## config.mk

```make
export PLATFORM = sky130hd
export DESIGN_NAME = acidpro_sequencer_flat
export DESIGN_NICKNAME = d
export VERILOG_FILES = /design/src/rtl/acidpro_sequencer_if.sv /design/src/rtl/acidpro_sequencer.sv /design/src/flat_wrapper.sv
export SDC_FILE = /design/constraint.sdc
export NUM_CORES = 1
export LEC_CHECK = 0
export CORE_AREA = 2 2 112 114
export DETAILED_ROUTE_END_ITERATION = 6
export DIE_AREA = 0 0 114 116
export SYNTH_ARGS = -nofsm -noshare
export SYNTH_HDL_FRONTEND = slang
export SYNTH_SLANG_ARGS = --single-unit
```

## constraint.sdc

```tcl
create_clock -name clk -period 5.92 [get_ports clk]
set_input_delay 0.888 -clock clk [delete_from_list [all_inputs] [get_ports clk]]
set_output_delay 0.888 -clock clk [all_outputs]
set_load 0.03 [all_outputs]
```

## src/rtl/acidpro_sequencer_if.sv

```systemverilog
// Host-side control/status bundle for the purification protocol sequencer.
// The host (master) drives the run request and latched configuration; the sequencer (slave) reports progress.
interface acidpro_sequencer_if #(
  parameter int N_CH     = 3,
  parameter int STROKE_W = 8
);
  logic                start;
  logic                abort;
  logic [N_CH-1:0]     ch_mask;
  logic [STROKE_W-1:0] load_strokes;
  logic [STROKE_W-1:0] lysis_strokes;
  logic [STROKE_W-1:0] wash_strokes;
  logic [STROKE_W-1:0] elute_strokes;
  logic [STROKE_W-1:0] collect_strokes;
  logic                busy;
  logic                done;
  logic                aborted;
  logic [2:0]          phase;
  logic [STROKE_W-1:0] stroke_cnt;

  modport master (
    output start, abort, ch_mask, load_strokes, lysis_strokes, wash_strokes,
           elute_strokes, collect_strokes,
    input  busy, done, aborted, phase, stroke_cnt
  );

  modport slave (
    input  start, abort, ch_mask, load_strokes, lysis_strokes, wash_strokes,
           elute_strokes, collect_strokes,
    output busy, done, aborted, phase, stroke_cnt
  );
endinterface

```

## src/rtl/acidpro_sequencer.sv

```systemverilog
// Valve and pump sequencer for N_CH purification chambers sharing one reagent junction.
// All control lines are registered; a line at 1 is pressurised (valve closed).
//
// state   | meaning
// IDLE    | waiting for start with a non-zero chamber mask
// LOAD    | sample drawn in through horizontal line into enabled chambers
// LYSIS   | lysis reagent pumped through enabled chambers
// WASH    | wash reagent pumped, beads trapped, effluent to waste
// ELUTE   | elution reagent pumped over trapped beads
// COLLECT | enabled chambers emptied one at a time, ascending index
// DONE    | one-cycle completion pulse
module acidpro_sequencer #(
  parameter int N_CH     = 3,
  parameter int STROKE_W = 8,
  parameter int PUMP_DIV = 4
) (
  input  logic                clk,
  input  logic                rst,
  acidpro_sequencer_if.slave  host,
  output logic                lysis_ctl,
  output logic                wash_ctl,
  output logic                elute_ctl,
  output logic                horiz_ctl,
  output logic                loop_exit_ctl,
  output logic                bead_vtl_ctl,
  output logic                bead_trap_ctl,
  output logic                waste_ctl,
  output logic [N_CH-1:0]     vertical_ctl,
  output logic [N_CH-1:0]     collection_ctl,
  output logic [2:0]          pump_ctl
);
  localparam int CH_W  = (N_CH > 1) ? $clog2(N_CH) : 1;
  localparam int DIV_W = (PUMP_DIV > 1) ? $clog2(PUMP_DIV) : 1;
  localparam logic [DIV_W-1:0] DIV_MAX = DIV_W'(PUMP_DIV - 1);

  typedef enum logic [2:0] {
    IDLE = 3'd0, LOAD = 3'd1, LYSIS = 3'd2, WASH = 3'd3,
    ELUTE = 3'd4, COLLECT = 3'd5, DONE = 3'd6
  } state_t;

  typedef struct packed {
    logic [N_CH-1:0]     mask;
    logic [STROKE_W-1:0] load;
    logic [STROKE_W-1:0] lysis;
    logic [STROKE_W-1:0] wash;
    logic [STROKE_W-1:0] elute;
    logic [STROKE_W-1:0] collect;
  } cfg_t;

  state_t              state, state_nx;
  cfg_t                cfg, cfg_nx;
  logic [DIV_W-1:0]    div_cnt, div_nx;
  logic [1:0]          pump_ph, pph_nx;
  logic [STROKE_W-1:0] scnt, scnt_nx, scnt_inc, cur_strk, nx_strk;
  logic [CH_W-1:0]     chan, chan_nx;
  logic                adv;
  int                  nxt_ch, first_ch;

  logic                busy_nx, done_nx, aborted_nx;
  logic                lysis_nx, wash_nx, elute_nx, horiz_nx, loop_exit_nx;
  logic                bead_trap_nx, waste_nx;
  logic [N_CH-1:0]     vert_nx, coll_nx;
  logic [2:0]          pump_nx;

  function automatic logic [STROKE_W-1:0] strokes_of(input state_t s, input cfg_t c);
    case (s)
      LOAD:    return c.load;
      LYSIS:   return c.lysis;
      WASH:    return c.wash;
      ELUTE:   return c.elute;
      COLLECT: return c.collect;
      default: return '0;
    endcase
  endfunction

  // Lowest enabled chamber at or above 'from', or -1 when none remain.
  function automatic int find_en(input logic [N_CH-1:0] m, input int from);
    int r;
    r = -1;
    for (int i = N_CH - 1; i >= 0; i--)
      if (i >= from && m[i]) r = i;
    return r;
  endfunction

  assign cur_strk = strokes_of(state, cfg);
  assign scnt_inc = scnt + 1'b1;
  assign nxt_ch   = find_en(cfg.mask, int'(chan) + 1);
  assign first_ch = find_en(cfg.mask, 0);

  always_comb begin
    state_nx   = state;
    cfg_nx     = cfg;
    div_nx     = div_cnt;
    pph_nx     = pump_ph;
    scnt_nx    = scnt;
    chan_nx    = chan;
    adv        = 1'b0;
    aborted_nx = 1'b0;

    case (state)
      IDLE: begin
        if (host.start && host.ch_mask != '0) begin
          cfg_nx   = '{mask: host.ch_mask, load: host.load_strokes,
                       lysis: host.lysis_strokes, wash: host.wash_strokes,
                       elute: host.elute_strokes, collect: host.collect_strokes};
          state_nx = LOAD;
          div_nx   = DIV_MAX;
          pph_nx   = 2'd0;
          scnt_nx  = '0;
        end
      end
      DONE: state_nx = IDLE;
      default: begin
        if (cur_strk == '0) begin
          adv = 1'b1;
        end else if (div_cnt == '0) begin
          if (pump_ph == 2'd2) begin
            if (scnt_inc == cur_strk) begin
              adv = 1'b1;
            end else begin
              scnt_nx = scnt_inc;
              pph_nx  = 2'd0;
              div_nx  = DIV_MAX;
            end
          end else begin
            pph_nx = pump_ph + 2'd1;
            div_nx = DIV_MAX;
          end
        end else begin
          div_nx = div_cnt - 1'b1;
        end
      end
    endcase

    if (adv) begin
      scnt_nx = '0;
      pph_nx  = 2'd0;
      div_nx  = DIV_MAX;
      case (state)
        LOAD:  state_nx = LYSIS;
        LYSIS: state_nx = WASH;
        WASH:  state_nx = ELUTE;
        ELUTE: begin
          state_nx = COLLECT;
          chan_nx  = CH_W'(first_ch);
        end
        default: begin
          if (cur_strk != '0 && nxt_ch >= 0) chan_nx = CH_W'(nxt_ch);
          else state_nx = DONE;
        end
      endcase
    end

    if (host.abort && state != IDLE) begin
      state_nx   = IDLE;
      scnt_nx    = '0;
      pph_nx     = 2'd0;
      div_nx     = DIV_MAX;
      aborted_nx = 1'b1;
    end
  end

  // Output decode works on next-state values so every line comes straight from a flop.
  always_comb begin
    busy_nx      = (state_nx != IDLE);
    done_nx      = (state_nx == DONE);
    lysis_nx     = 1'b1;
    wash_nx      = 1'b1;
    elute_nx     = 1'b1;
    horiz_nx     = 1'b1;
    loop_exit_nx = 1'b1;
    bead_trap_nx = 1'b1;
    waste_nx     = 1'b1;
    vert_nx      = '1;
    coll_nx      = '1;
    pump_nx      = 3'b111;
    nx_strk      = strokes_of(state_nx, cfg_nx);

    if (state_nx inside {LOAD, LYSIS, WASH, ELUTE, COLLECT} && nx_strk != '0) begin
      case (pph_nx)
        2'd0:    pump_nx = 3'b110;
        2'd1:    pump_nx = 3'b101;
        default: pump_nx = 3'b011;
      endcase
    end

    case (state_nx)
      LOAD: begin
        vert_nx  = ~cfg_nx.mask;
        horiz_nx = 1'b0;
      end
      LYSIS: begin
        lysis_nx     = 1'b0;
        vert_nx      = ~cfg_nx.mask;
        loop_exit_nx = 1'b0;
      end
      WASH: begin
        wash_nx      = 1'b0;
        vert_nx      = ~cfg_nx.mask;
        loop_exit_nx = 1'b0;
        bead_trap_nx = 1'b0;
        waste_nx     = 1'b0;
      end
      ELUTE: begin
        elute_nx     = 1'b0;
        vert_nx      = ~cfg_nx.mask;
        loop_exit_nx = 1'b0;
        bead_trap_nx = 1'b0;
      end
      COLLECT: begin
        bead_trap_nx = 1'b0;
        for (int i = 0; i < N_CH; i++)
          if (CH_W'(i) == chan_nx) coll_nx[i] = 1'b0;
      end
      default: ;
    endcase
  end

  always_ff @(posedge clk) begin
    if (rst) begin
      state          <= IDLE;
      cfg            <= '0;
      div_cnt        <= '0;
      pump_ph        <= 2'd0;
      scnt           <= '0;
      chan           <= '0;
      host.busy      <= 1'b0;
      host.done      <= 1'b0;
      host.aborted   <= 1'b0;
      lysis_ctl      <= 1'b1;
      wash_ctl       <= 1'b1;
      elute_ctl      <= 1'b1;
      horiz_ctl      <= 1'b1;
      loop_exit_ctl  <= 1'b1;
      bead_vtl_ctl   <= 1'b1;
      bead_trap_ctl  <= 1'b1;
      waste_ctl      <= 1'b1;
      vertical_ctl   <= '1;
      collection_ctl <= '1;
      pump_ctl       <= 3'b111;
    end else begin
      state          <= state_nx;
      cfg            <= cfg_nx;
      div_cnt        <= div_nx;
      pump_ph        <= pph_nx;
      scnt           <= scnt_nx;
      chan           <= chan_nx;
      host.busy      <= busy_nx;
      host.done      <= done_nx;
      host.aborted   <= aborted_nx;
      lysis_ctl      <= lysis_nx;
      wash_ctl       <= wash_nx;
      elute_ctl      <= elute_nx;
      horiz_ctl      <= horiz_nx;
      loop_exit_ctl  <= loop_exit_nx;
      bead_vtl_ctl   <= 1'b1;
      bead_trap_ctl  <= bead_trap_nx;
      waste_ctl      <= waste_nx;
      vertical_ctl   <= vert_nx;
      collection_ctl <= coll_nx;
      pump_ctl       <= pump_nx;
    end
  end

  assign host.phase      = state;
  assign host.stroke_cnt = scnt;
endmodule

```

## src/flat_wrapper.sv

```systemverilog
// flat-port wrapper written by rule: the top's interface ports become plain ports
module acidpro_sequencer_flat 
#(
  parameter int N_CH     = 3,
  parameter int STROKE_W = 8,
  parameter int PUMP_DIV = 4
)
  (clk, rst, lysis_ctl, wash_ctl, elute_ctl, horiz_ctl, loop_exit_ctl, bead_vtl_ctl, bead_trap_ctl, waste_ctl, vertical_ctl, collection_ctl, pump_ctl, host_start, host_abort, host_ch_mask, host_load_strokes, host_lysis_strokes, host_wash_strokes, host_elute_strokes, host_collect_strokes, host_busy, host_done, host_aborted, host_phase, host_stroke_cnt);
  acidpro_sequencer_if #(.N_CH(N_CH), .STROKE_W(STROKE_W)) host_i ();
  input  logic clk;
  input  logic rst;
  output logic lysis_ctl;
  output logic wash_ctl;
  output logic elute_ctl;
  output logic horiz_ctl;
  output logic loop_exit_ctl;
  output logic bead_vtl_ctl;
  output logic bead_trap_ctl;
  output logic waste_ctl;
  output logic [N_CH-1:0] vertical_ctl;
  output logic [N_CH-1:0] collection_ctl;
  output logic [2:0] pump_ctl;
  input wire logic [$bits(host_i.start)-1:0] host_start;
  input wire logic [$bits(host_i.abort)-1:0] host_abort;
  input wire logic [$bits(host_i.ch_mask)-1:0] host_ch_mask;
  input wire logic [$bits(host_i.load_strokes)-1:0] host_load_strokes;
  input wire logic [$bits(host_i.lysis_strokes)-1:0] host_lysis_strokes;
  input wire logic [$bits(host_i.wash_strokes)-1:0] host_wash_strokes;
  input wire logic [$bits(host_i.elute_strokes)-1:0] host_elute_strokes;
  input wire logic [$bits(host_i.collect_strokes)-1:0] host_collect_strokes;
  output wire logic [$bits(host_i.busy)-1:0] host_busy;
  output wire logic [$bits(host_i.done)-1:0] host_done;
  output wire logic [$bits(host_i.aborted)-1:0] host_aborted;
  output wire logic [$bits(host_i.phase)-1:0] host_phase;
  output wire logic [$bits(host_i.stroke_cnt)-1:0] host_stroke_cnt;
  assign host_i.start = host_start;
  assign host_i.abort = host_abort;
  assign host_i.ch_mask = host_ch_mask;
  assign host_i.load_strokes = host_load_strokes;
  assign host_i.lysis_strokes = host_lysis_strokes;
  assign host_i.wash_strokes = host_wash_strokes;
  assign host_i.elute_strokes = host_elute_strokes;
  assign host_i.collect_strokes = host_collect_strokes;
  assign host_busy = host_i.busy;
  assign host_done = host_i.done;
  assign host_aborted = host_i.aborted;
  assign host_phase = host_i.phase;
  assign host_stroke_cnt = host_i.stroke_cnt;
  acidpro_sequencer #(.N_CH(N_CH), .STROKE_W(STROKE_W), .PUMP_DIV(PUMP_DIV)) u_core (.clk(clk), .rst(rst), .host(host_i), .lysis_ctl(lysis_ctl), .wash_ctl(wash_ctl), .elute_ctl(elute_ctl), .horiz_ctl(horiz_ctl), .loop_exit_ctl(loop_exit_ctl), .bead_vtl_ctl(bead_vtl_ctl), .bead_trap_ctl(bead_trap_ctl), .waste_ctl(waste_ctl), .vertical_ctl(vertical_ctl), .collection_ctl(collection_ctl), .pump_ctl(pump_ctl));
endmodule
```

## Yosys cells after proc, flatten, opt, wreduce, memory -nomap -nowiden

Cells that the tools add are included.

| word-level totals | value |
|---|---|
| bits in latches | 0 |
| input bits | 47 |
| memories kept | 0 |
| RAM bits | 0 |
| memory bits (read-only) | 0 |
| output and inout bits | 31 |
| logic and storage cells | 148 |
| bits in registers | 78 |

| operators by class | value |
|---|---|
| order comparisons | 4 |
| bitwise operators | 5 |
| add/sub/neg operators | 4 |
| shifts and indexed selects | 0 |
| muxes and demuxes | 57 |
| div/mod/pow operators | 0 |
| reduce and logical (&&, ||, !) cells | 31 |
| multiply operators | 0 |
| eq/ne operators | 24 |

Operators by type and width:

| operator | number |
|---|---|
| 32-bit 2-to-1 mux | 3 |
| 43-bit 2-to-1 mux | 2 |
| 8-bit case mux with 5 select lines | 2 |
| 8-bit 2-to-1 mux | 5 |
| 2-bit 2-to-1 mux | 18 |
| 1-bit by 32-bit >= comparator with 1-bit output, first input constant | 1 |
| 2-bit by 32-bit >= comparator with 1-bit output, first input constant | 1 |
| 3-bit by 32-bit >= comparator with 1-bit output, first input constant | 1 |
| 32-bit by 1-bit >= comparator with 1-bit output, second input constant | 1 |
| 3-bit == test, second input constant | 6 |
| 1-bit 2-to-1 mux | 16 |
| 8-bit case mux with 2 select lines | 1 |
| 8-bit nonzero test | 2 |
| 3-bit by 2-bit == test with 1-bit output, second input constant | 4 |
| 3-bit 2-to-1 mux | 4 |
| 2-bit case mux with 2 select lines | 3 |
| 3-bit case mux with 2 select lines | 2 |
| 3-bit case mux with 4 select lines | 1 |
| 3-bit OR reduction | 4 |
| 3-bit nonzero test | 3 |
| 8-bit by 1-bit adder with 8-bit output, second input constant | 1 |
| 8-bit == test | 1 |
| 8-bit zero test | 1 |
| 2-bit OR reduction | 4 |
| other kinds (24) | 38 |

## Logic depth before layout (Yosys ltp)

| logic depth | value |
|---|---|
| depth in word-level cells | 18 |
| mapped depth | 14 |
| gate-level depth less buffers | 11 |

## Worst setup path before layout

No wires, ideal clock.

| path | value |
|---|---|
| path kind | register -> register |
| start | reg u_core.scnt[0], in the netlist u_core.host.stroke_cnt[0] |
| end | reg u_core.pump_ctl[1] |
| slack | 2.567 ns |
| period minus slack after synthesis | 3.353 ns |
| required time | 5.777 ns |
| stages on the path, launching flop included | 12 |
| buffers on the path | 0 |
| data arrival time | 3.210 ns |
| library setup time | 0.143 ns |
| path through | dfxtp_1 > ha_1 > nand3_1 > or3_1 > o211ai_1 > nand4_1 > or4_1 > mux2i_1 > nand2_2 > mux2_4 > o311ai_4 > nand4_1 |

| on the way | value |
|---|---|
| word-level cells in the longest chain between the ends | 15 |
| elaborated cells on any way between the ends | 30 |
| classes of those cells | add/sub: 1; eq/ne: 7; mux: 16; bitwise: 1; reduce/logical: 5 |

Ends and longest elaborated chain:

| element | line | text |
|---|---|---|
| start, declared | acidpro_sequencer.sv:54 | `logic [STROKE_W-1:0] scnt, scnt_nx, scnt_inc, cur_strk, nx_strk;` |
| start signal, assigned | acidpro_sequencer.sv:246 | `scnt <= scnt_nx;` |
| 8-bit by 1-bit adder with 8-bit output * | acidpro_sequencer.sv:86 | `assign scnt_inc = scnt + 1'b1;` |
| 8-bit == test * | acidpro_sequencer.sv:118 | `if (scnt_inc == cur_strk) begin` |
| 1-bit 2-to-1 mux | acidpro_sequencer.sv:118 |  |
| 1-bit 2-to-1 mux | acidpro_sequencer.sv:117 | `if (pump_ph == 2'd2) begin` |
| 1-bit 2-to-1 mux | acidpro_sequencer.sv:116 | `end else if (div_cnt == '0) begin` |
| 1-bit 2-to-1 mux | acidpro_sequencer.sv:114 | `if (cur_strk == '0) begin` |
| 1-bit 2-to-1 mux | acidpro_sequencer.sv:100 | `case (state)` |
| 3-bit 2-to-1 mux | acidpro_sequencer.sv:135 | `if (adv) begin` |
| 3-bit 2-to-1 mux | acidpro_sequencer.sv:154 | `if (host.abort && state != IDLE) begin` |
| 3-bit == test (tied with other cells) | acidpro_sequencer.sv:66, acidpro_sequencer.sv:179 |  |
| 8-bit case mux with 5 select lines | acidpro_sequencer.sv:66 | `case (s)` |
| 8-bit nonzero test | acidpro_sequencer.sv:179 | `if (state_nx inside {LOAD, LYSIS, WASH, ELUTE, COLLECT} && nx_strk != '0) begin` |
| 1-bit logical AND | acidpro_sequencer.sv:179 |  |
| 1-bit NOT (no source line) | - |  |
| 2-bit OR reduction (no source line) | - |  |
| end signal, assigned | acidpro_sequencer.sv:261 | `pump_ctl <= pump_nx;` |
| end, declared | acidpro_sequencer.sv:30 | `output logic [2:0] pump_ctl` |

Mark *: on every way between the ends. The rest lies on a longest branch, timed or not.
A chain may end at the register's enable or synchronous reset.

## Final worst setup path

| path | value |
|---|---|
| start | reg u_core.state[1], in the netlist u_core.host.phase[1] |
| end | reg u_core.pump_ctl[1] |

| on the way | value |
|---|---|
| word-level cells in the longest chain between the ends | 16 |
| elaborated cells on any way between the ends | 48 |
| classes of those cells | eq/ne: 13; mux: 22; bitwise: 1; reduce/logical: 12 |

Ends and longest elaborated chain:

| element | line | text |
|---|---|---|
| start, declared | acidpro_sequencer.sv:50 | `state_t state, state_nx;` |
| start signal, assigned | acidpro_sequencer.sv:242 | `state <= state_nx;` |
| 3-bit == test (tied with other cells) | acidpro_sequencer.sv:66 |  |
| 8-bit case mux with 5 select lines | acidpro_sequencer.sv:66 |  |
| 8-bit == test | acidpro_sequencer.sv:118 |  |
| 1-bit 2-to-1 mux | acidpro_sequencer.sv:118 |  |
| 1-bit 2-to-1 mux | acidpro_sequencer.sv:117 |  |
| 1-bit 2-to-1 mux | acidpro_sequencer.sv:116 |  |
| 1-bit 2-to-1 mux | acidpro_sequencer.sv:114 |  |
| 1-bit 2-to-1 mux | acidpro_sequencer.sv:100 |  |
| 3-bit 2-to-1 mux | acidpro_sequencer.sv:135 |  |
| 3-bit 2-to-1 mux | acidpro_sequencer.sv:154 |  |
| 3-bit == test (tied with other cells) | acidpro_sequencer.sv:66, acidpro_sequencer.sv:179 |  |
| 8-bit case mux with 5 select lines | acidpro_sequencer.sv:66 |  |
| 8-bit nonzero test | acidpro_sequencer.sv:179 |  |
| 1-bit logical AND | acidpro_sequencer.sv:179 |  |
| 1-bit NOT (no source line) | - |  |
| 2-bit OR reduction (no source line) | - |  |

Parallel ways exist; a longest one is shown, timed or not.

==> results.yml <==
yosys:
  yosys.cell_types.count: 64
  synth_cells: 526
  synth_top_cell_by_area: "dfxtp_1"
  syn-mean-instance-area_um2: 7.82
  synth.yosys.warnings: 0
  synth-async-reset-ratio_pct: 0
  yosys-top-cells-area: "dfxtp_1 38%, nand2_1 11%, a21oi_1 6.7%"
  ys_seq_elements: 78
  synth_nets: 575
  synth_sequential_area_ratio_pct: 38.0
  top_area_cell_type_share_of_the_netlist_area_pct: 38.0
  yosys_most_used_dff: "dfxtp_1"
  synth_enable_flop_cells: 0
  total_standard_cell_area_after_synthesis_um2: 4110
drt:
  initialDrtViolationCount: 316
  drt_drc_violations_left: 0
  drt-total-wl_um: 11800
  topRoutingLayerUsed: "met4"
  met2_wirelength_um: 5440
  num_vias: 4027
  met3WireLength_um: 577
  drt-pass1-iter-count: 5
  vias_per_inst: 5.47
  routedLengthMet1_um: 5620
  routed_wire_length_per_instance_um: 16.0
  detail-route-antenna-nets: 0
grt:
  grt-ovfl-total: 0
  wire_length_of_the_first_global_routing_pass_um: 18900
  grt_antenna_before_repair: 0
  global_route_usage_over_all_layers_pct: 18.2
  grt_start_max_net_pins: 63
  first_global_vias: 3867
sta:
  finalSetupViolations: 0
  final.period_utilization_pct: 68.0
  period_minus_slack_ns: 4.02
  clock.fmax_mhz: 249
  timing.hold.ws_ns: 0.476
  slew_viol_final: 0
  setup_repair_after_global_routing_missed_its_margin: "no"
  worstMarginPinSlew_ns: 0.976
  fin_skew_ns: 0.00834
  setup_total_negative_slack_ns: 0
  final_hold_viols: 0
  post-route-worst-setup-slack_ns: 1.90
  maxSlewHeadroom_pct: 34.9
setup_path:
  worstPathBufferInverterCount: 0
  critPathArrivalTime_ns: 4.21
  crit_path_max_fanout: 30
  timing.critical_path.slowest_stage_cell: "dfxtp_1"
  crit_path_launch: "u_core.host.phase[1]$_SDFF_PP0_"
  worst_setup_path_end_kind: "flop"
  timing.rr.end: "u_core.pump_ctl[1]$_SDFF_PP1_"
  critical-path-top-delay-family: "simple AND/OR/NAND/NOR gates"
  worst_setup_path_start_kind: "flop"
  timing.critical_path.slowest_cell_delay_ns: 0.96
  criticalPathCategory: "flop to flop"
  worst-r2r-setup-slack_ns: 1.90
  required_ns: 6.10
  timing.reg2reg.worst_path_depth: 10
  crit_path_cell_trace: "mux2_1 -> a221o_1 -> nor3_1 -> nand4_2 -> and3_1 -> a2111oi_4 -> nand2_2 -> mux2_4 -> o311ai_4 -> nand4_1"
  worstReg2RegStart: "u_core.host.phase[1]$_SDFF_PP0_"
final_layout:
  multi_input_comb_area_um2: 2350
  mostFrequentLayoutCells: "117 x nand2_1, 78 x dfxtp_1, 75 x clkdlybuf4s50_1"
  mostFrequentLayoutCell: "nand2_1"
  final_layout_size_suffix_gt1_share_pct: 5.77
  seq_area_um2: 1560
  antenna_cells_inserted: 0
  nets: 633
  n_fill_cell: 1218
  flow.area_growth_from_synthesis_pct: 25.8
clock_tree:
  post_cts.resized_instances: 0
  cts.path.max_buffers: 2
  clock-sinks: 78
  cts_buf_count: 9
  cts.hold.buffers_added: 0
  clk_pin_slew_worst_paths_ns: 0.06
  cts_tree: "yes"
  clk_latency_ns: 0.33
  clockRootBuffer: "clkbuf_16"
  clock_tree.htree_level_count: 3
  cts_setup_buffers: 0
placed_design:
  pre_cts_slack_ns: 1.96
  hpwl_um: 8760
  number_of_buffers_inserted_by_port_buffering: 76
  gp_congestion: 0.821
floorplanning:
  core_area_um2: 11900
  cell_row_count: 40
  dieArea_um2: 13200
  starting_utilization_of_the_core_area_pct: 34.5
  die_y_um: 116
  num_io_pins: 78
  die-width_um: 114
min_path:
  whs_endpoint: "u_core.cfg[38]$_SDFF_PP0_"
  type_of_the_tightest_min_delay_check: "flop to flop"
  hold_depth: 2
  holdCritStartpoint: "u_core.cfg[38]$_SDFF_PP0_"
outcome:
  outcome: "finished, final reports clean"
power:
  max-vdd-ir-drop_uv: 204
  p_total_uw: 1780
  p_leak_uw: 0.00179
  cellPowerDensity_nw_per_um2: 345
job:
  cap_violations: 0
-- registers in the layout, summed over array words and instances (netlist names) --
signal,flops
u_core.bead_trap_ctl,1
u_core.cfg,43
u_core.chan,2
u_core.collection_ctl,3
u_core.div_cnt,2
u_core.elute_ctl,1
u_core.horiz_ctl,1
u_core.host.aborted,1
u_core.host.busy,1
u_core.host.done,1
u_core.host.phase,3
u_core.host.stroke_cnt,8
u_core.loop_exit_ctl,1
u_core.lysis_ctl,1
u_core.pump_ctl,3
u_core.pump_ph,2
u_core.vertical_ctl,3
u_core.wash_ctl,1
-- report_power, final --
part / internal (uW) / leakage (uW) / total, uW / switching [uW]
sequential: 591 / 0.000637 / 656 / 65.1
combinational: 236 / 0.00103 / 630 / 394
clock: 285 / 0.000130 / 498 / 213
total: 1110 / 0.00179 / 1780 / 672
-- cell families after synthesis --
| kind of cell | after synthesis | share of synthesized area [%] |
|---|---|---|
| AOI/OAI and AO/OA | 122 | 19.6 |
| xor gates and xnor gates | 5 | 1.06 |
| adders and majority gates | 2 | 0.608 |
| buffers and inverters | 39 | 4.93 |
| DFF | 78 | 38.0 |
| muxes | 15 | 3.98 |
| other | 1 | 0.0912 |
| and+or+nand+nor | 264 | 31.8 |
-- how the worst max path moves through the flow --
| stage | to | slack [ns] | depth (start not counted) |
|---|---|---|---|
| after floorplan | u_core.pump_ctl[1]$_SDFF_PP1_ | 2.57 | 11 |
| after global placement | u_core.pump_ctl[1]$_SDFF_PP1_ | 2.09 | 10 |
| after detailed placement | u_core.pump_ctl[1]$_SDFF_PP1_ | 1.96 | 10 |
| after CTS | u_core.pump_ctl[1]$_SDFF_PP1_ | 1.93 | 10 |
| after global routing | u_core.pump_ctl[1]$_SDFF_PP1_ | 1.68 | 10 |
| final | u_core.pump_ctl[1]$_SDFF_PP1_ | 1.90 | 10 |
-- worst reg2reg max path, cell delays in order, from the launching register on --
cell	delay, ns
dfxtp_1	0.96
mux2_1	0.42
a221o_1	0.33
nor3_1	0.27
nand4_2	0.32
and3_1	0.31
a2111oi_4	0.31
nand2_2	0.16
mux2_4	0.34
o311ai_4	0.31
nand4_1	0.14
-- metal layers --
layer / GRT usage (%) / up-vias
li1: - / 2011
met1: 24.1 / 1889
met4: 6.10 / 0
met2: 29.5 / 114
met5: 0 / -
met3: 3.82 / 13
-- through the flow --
step | util, % | area (um^2) | instances
after global routing | 43.4 | 5170 | 736
after CTS | 43.4 | 5170 | 736
final | 43.4 | 5170 | 736
after floorplan | - | 4110 | 526
after global placement | 41.2 | 4910 | 720
after detailed placement | 41.2 | 4910 | 720
-- final cells by class --
cell class	count	area share, %
clock buffer	11	4.50
clock inverter	5	0.677
inverter	6	0.435
multi-input combinational	409	45.5
sequential	78	30.2
tap	147	3.56
timing repair buffer	80	15.2
-- cells in the mapped netlist (3+ instances only) --
library cell,n
o2bb2ai_1,6
a22oi_1,3
buf_4,4
a31oi_1,5
a211o_1,3
o21ai_1,3
nand4_1,6
o211ai_1,4
inv_1,6
nand2_1,117
dfxtp_1,78
nor2_1,29
a311oi_1,4
nand3b_1,8
nor2b_1,4
nor3_1,11
nand2b_1,7
nor4_1,24
clkbuf_1,20
buf_2,3
or3_1,10
buf_6,5
xnor2_1,3
o21ai_0,17
a32o_1,4
nand3_1,24
mux2i_1,10
a21oi_1,55
and4_1,3
and2_1,5
No activity file was read; power rests on OpenSTA's default activity.
